==> config.mk <==
export PLATFORM = sky130hd
export DESIGN_NAME = reg_file_2r1w
export DESIGN_NICKNAME = d
export VERILOG_FILES = /design/src/rtl/pRISC_pkg.sv /design/src/rtl/rf_clear_ctrl.sv /design/src/rtl/reg_file_2r1w.sv
export SDC_FILE = /design/constraint.sdc
export NUM_CORES = 1
export LEC_CHECK = 0
export ABC_CLOCK_PERIOD_IN_PS = 3700
export BUFFER_PORTS_ARGS = -buffer_cell sky130_fd_sc_hd__buf_2
export CAP_MARGIN = 20
export CORE_MARGIN = 5
export CORE_UTILIZATION = 57
export DETAILED_ROUTE_END_ITERATION = 8
export PLACE_DENSITY = 0.76
export SYNTH_ARGS = -nofsm -noshare
export SYNTH_HDL_FRONTEND = slang
export SYNTH_SLANG_ARGS = --single-unit
==> constraint.sdc <==
create_clock -name clk -period 3.7 [get_ports clk]
set_clock_uncertainty 0.05 [all_clocks]
set_input_delay 0.555 -clock clk [delete_from_list [all_inputs] [get_ports clk]]
set_output_delay 0.555 -clock clk [all_outputs]
set_load 0.01 [all_outputs]
==> src/rtl/pRISC_pkg.sv <==
// pRISC shared definitions: register file geometry defaults, clear-controller
// state encoding and the hardwired zero register index.
package pRISC_pkg;

   localparam int RF_DATA_W = 32;
   localparam int RF_ADDR_W = 5;

   // Register index that is hardwired to zero.
   localparam int REG_ZERO = 0;

   typedef enum logic {
      RF_CLEAR = 1'b0,
      RF_RUN   = 1'b1
   } rf_state_t;

endpackage

==> src/rtl/rf_clear_ctrl.sv <==
// Clear controller for the pRISC register file. After reset it walks every
// entry once, emitting a zero-write per cycle, then parks in RUN until the
// next reset.
module rf_clear_ctrl
   import pRISC_pkg::*;
#(
   parameter int ADDR_W = RF_ADDR_W
) (
   input  logic              clk,
   input  logic              rst,
   output logic              busy,
   output logic              clear_we,
   output logic [ADDR_W-1:0] clear_addr
);

   localparam logic [ADDR_W-1:0] LAST_IDX = '1;

   rf_state_t         state;
   logic [ADDR_W-1:0] clr_idx;

   // State, index counter and busy flag; busy drops on the edge that clears the last entry.
   always_ff @(posedge clk) begin
      if (rst) begin
         state   <= RF_CLEAR;
         clr_idx <= '0;
         busy    <= 1'b1;
      end else begin
         case (state)
            RF_CLEAR: begin
               clr_idx <= clr_idx + ADDR_W'(1);
               if (clr_idx == LAST_IDX) begin
                  state <= RF_RUN;
                  busy  <= 1'b0;
               end
            end
            RF_RUN: begin
               busy <= 1'b0;
            end
            default: begin
               state   <= RF_CLEAR;
               clr_idx <= '0;
               busy    <= 1'b1;
            end
         endcase
      end
   end

   assign clear_we   = (state == RF_CLEAR);
   assign clear_addr = clr_idx;

endmodule

==> src/rtl/reg_file_2r1w.sv <==
// pRISC register file: two registered read ports, one write port, entry 0
// hardwired to zero, zeroed by a clear sequence after every reset.
// Build option: define REGFILE_BYPASS_EN for write-first forwarding on a
// same-cycle write/read of one address; otherwise reads return the old value.
module reg_file_2r1w
   import pRISC_pkg::*;
#(
   parameter int DATA_W = RF_DATA_W,
   parameter int ADDR_W = RF_ADDR_W
) (
   input  logic              clk,
   input  logic              rst,
   output logic              busy,
   input  logic              we,
   input  logic [ADDR_W-1:0] waddr,
   input  logic [DATA_W-1:0] wdata,
   input  logic              re_a,
   input  logic [ADDR_W-1:0] raddr_a,
   output logic [DATA_W-1:0] rdata_a,
   input  logic              re_b,
   input  logic [ADDR_W-1:0] raddr_b,
   output logic [DATA_W-1:0] rdata_b
);

   localparam int                DEPTH  = 2 ** ADDR_W;
   localparam logic [ADDR_W-1:0] ZERO_A = ADDR_W'(REG_ZERO);

   logic [DATA_W-1:0] mem [DEPTH];
   logic              clear_we;
   logic [ADDR_W-1:0] clear_addr;
   logic              wr_en;
   logic              byp_a, byp_b;
   logic [DATA_W-1:0] rd_a, rd_b;

   rf_clear_ctrl #(.ADDR_W(ADDR_W)) u_clr (
      .clk        (clk),
      .rst        (rst),
      .busy       (busy),
      .clear_we   (clear_we),
      .clear_addr (clear_addr)
   );

   // Functional writes only outside the clear sequence, never to the zero register.
   assign wr_en = !clear_we && we && (waddr != ZERO_A);

`ifdef REGFILE_BYPASS_EN
   assign byp_a = wr_en && (waddr == raddr_a);
   assign byp_b = wr_en && (waddr == raddr_b);
`else
   assign byp_a = 1'b0;
   assign byp_b = 1'b0;
`endif

   // Read-data select: zero register, forwarded write data, or stored entry.
   always_comb begin
      rd_a = mem[raddr_a];
      rd_b = mem[raddr_b];
      if (byp_a)              rd_a = wdata;
      if (byp_b)              rd_b = wdata;
      if (raddr_a == ZERO_A)  rd_a = '0;
      if (raddr_b == ZERO_A)  rd_b = '0;
   end

   // Storage array; a write coinciding with rst is dropped.
   always_ff @(posedge clk) begin
      if (!rst) begin
         if (clear_we)
            mem[clear_addr] <= '0;
         else if (wr_en)
            mem[waddr] <= wdata;
      end
   end

   // Registered read ports: zero during reset/clear, hold when not enabled.
   always_ff @(posedge clk) begin
      if (rst || clear_we) begin
         rdata_a <= '0;
         rdata_b <= '0;
      end else begin
         if (re_a) rdata_a <= rd_a;
         if (re_b) rdata_b <= rd_b;
      end
   end

endmodule

==> results.yml <==
hold_path:
  hold_path.class: "in -> reg"
power_and_ir_drop:
  ir_drop_v: 0.000415
  power_uw: 26400
  p_leak_uw: 0.0173
  powerDensity_nw_per_um2: 460
cts:
  ctsHoldBuffers: 0
  cts-root-buf: "clkbuf_16"
  cts.path.max_buffers: 3
  clock-sinks: 1095
  htree_num_levels: 3
  clkLatencyLatePin_ns: 0.68
  cts-buffers-inserted: 108
  clkTransAtPathRegs_ns: 0.06
  post_cts_buffers: 0
  cts_tree: "built"
  cts.repair.resized: 0
timing:
  drv_slew: 0
  setup_slack_ns: 0.478
  slew_headroom: 0.228
  tightest_slew_ns: 1.16
  hold_violations: 0
  period_needed_ns: 3.22
  finalCritPeriodShare: 0.871
  fmax_mhz: 310
  rsz0062_at_grt: "no"
  finalSetupViolations: 0
  setup-tns-final_ns: 0
global_route:
  grt_pass1_vias: 30841
  grtUsageTotal: 0.324
  grt_pass1_wl_um: 220000
  grt-ovfl-total: 0
  grt_start_max_net_pins: 85
  antenna_found_initial: 7
detailed_routing:
  drt_iter0_drc: 4516
  drc_errors: 0
  viasPerCell: 7.40
  wire_per_inst_um: 37.4
  firstDrtPassIters: 6
  ant_nets: 0
  vias: 30560
  routed_wl_um: 154000
critical_path:
  path_common_cell: "buf_4"
  start_kind: "register"
  crit_path_top_delay_cell: "dfxtp_1"
  cp_top_family: "compound AO/OA/AOI/OAI gates"
  cp_max_fo: 18
  cp.buffers_inverters: 2
  worstSetupPathType: "reg -> reg"
  critical_path.endpoint_type: "register"
  path_cells: "and3b_1, o21a_1, buf_4, nor3b_1, a31oi_4, nor2_4, buf_4"
  arrival_ns: 3.57
  max_stage_delay_ns: 0.63
  cp_data_required_time_ns: 4.04
synthesis:
  yosysTopAreaCellShare: 0.614
  syn_inst: 2664
  synth_top_cell_by_area: "edfxtp_1"
  avgSynthCellArea_sq_um: 18.8
  seq_area_frac_synth: 0.642
  synth_edf_count: 1024
  ys_types: 62
  synthFlopType: "edfxtp_1"
  synth_async_sr_flop_share: 0
  synth_area_leaders: "edfxtp_1 (61%), mux4_2 (19%), mux2i_1 (5.4%)"
  synth_nets: 2718
  synth_seq_cells: 1095
  syn_area_sq_um: 50100
  yosys_warnings: 0
floorplanning:
  dieHeight_um: 306
  die_width_um: 306
  start_util: 0.576
  ioPinCount: 117
  coreArea_sq_um: 87000
  die_area_sq_um: 93900
  rows: 108
place:
  dpl_worst_slack_ns: 0.253
  dp_hpwl_um: 96900
  finalWeightedCongestion: 0.918
  place_inst: 3905
  port_buffers: 116
final_layout:
  final_common_cell: "edfxtp_1"
  final_util: 0.660
  fillers: 5593
  drive_gt1_frac: 0.335
  mostFrequentLayoutCells: "edfxtp_1 (1,024), mux4_2 (424), mux2i_1 (269)"
  syn2layout_area_growth_pct: 14.6
  fin_cells: 4130
  final_nets: 2933
job:
  drv_cap: 0
outcome:
  status: "completed"
## registers in the layout, summed over array words and instances, names as in the netlist
name / count
mem: 1024
rdata_a: 32
rdata_b: 32
u_clr.clear_addr: 5
u_clr.busy: 1
u_clr.state: 1
## layer usage
metal	vias to the layer above	global-route usage	part of all wire
met5	-	0	0.00039
met4	6	0.125	0.045
met3	462	0.0997	0.15
met2	2610	0.495	0.46
met1	15704	0.449	0.35
li1	11778	-	-
## layout make-up
cell class	count	area, sq um	share of cell area
tap	1155	1450	0.0252
inverter	6	22.5	0.000392
timing repair buffer	310	2890	0.0504
clock inverter	71	803	0.0140
antenna	2	5.00	0.0000872
multi-input combinational	1358	17200	0.299
sequential	1095	32200	0.560
clock buffer	133	2900	0.0505
## kinds of logic (layout without fill, tap and decap cells)
logic type / Yosys count / count (layout) / synth area share
multiplexers: 730 / 730 / 0.253
other: 0 / 2 / 0
AND/OR/NAND/NOR: 316 / 316 / 0.0334
AO/OA/AOI/OAI: 307 / 307 / 0.0497
XOR/XNOR: 3 / 3 / 0.000524
adder cells (fa/ha/maj): 2 / 2 / 0.000499
buffers and inverters: 211 / 520 / 0.0212
flip-flops: 1095 / 1095 / 0.642
## stage by stage
| step | instance area, sq um | hold slack [ns] |
|---|---|---|
| after detailed placement | 53200 | 0.429 |
| final | 57400 | 0.170 |
| after global placement | 53200 | 0.438 |
| after CTS | 56900 | 0.149 |
| after global routing | 57400 | 0.174 |
| after floorplan | 50100 | 0.455 |
## power by group
part	internal [uW]	switching (uW)
combinational	653	868
sequential	13400	42.0
clock	6690	4730
## synth_stat cells (3+ instances only)
| cell type | n |
|---|---|
| edfxtp_1 | 1024 |
| dfxtp_1 | 71 |
| or4_1 | 3 |
| nand2_1 | 52 |
| nor2_1 | 82 |
| o21ai_0 | 6 |
| nand2b_1 | 30 |
| buf_2 | 77 |
| nor3_1 | 30 |
| a41oi_1 | 26 |
| mux2_2 | 37 |
| buf_1 | 8 |
| a221oi_1 | 32 |
| and2_1 | 33 |
| a22oi_1 | 60 |
| o211ai_1 | 64 |
| a2bb2oi_1 | 6 |
| o22a_1 | 26 |
| a211oi_1 | 5 |
| buf_6 | 11 |
| a2111oi_0 | 11 |
| a21oi_1 | 11 |
| inv_1 | 6 |
| o22ai_1 | 26 |
| buf_4 | 22 |
| mux2i_1 | 269 |
| clkbuf_1 | 86 |
| nor2b_1 | 67 |
| a2111oi_2 | 7 |
| mux4_2 | 424 |
| a2111oi_1 | 13 |
## worst paths after layout
| check | cells after the start | slack, ns | from | end |
|---|---|---|---|---|
| setup / recovery | 7 | 0.48 | u_clr.state | mem[21][10] |
| hold / removal | 2 | 0.17 | rst | u_clr.clear_addr[1] |
| setup reg to reg | 7 | 0.48 | u_clr.state | mem[21][10] |
| hold reg to reg | 2 | 0.45 | u_clr.busy | u_clr.busy |
Note: power is estimated with default switching activity, not from simulation.
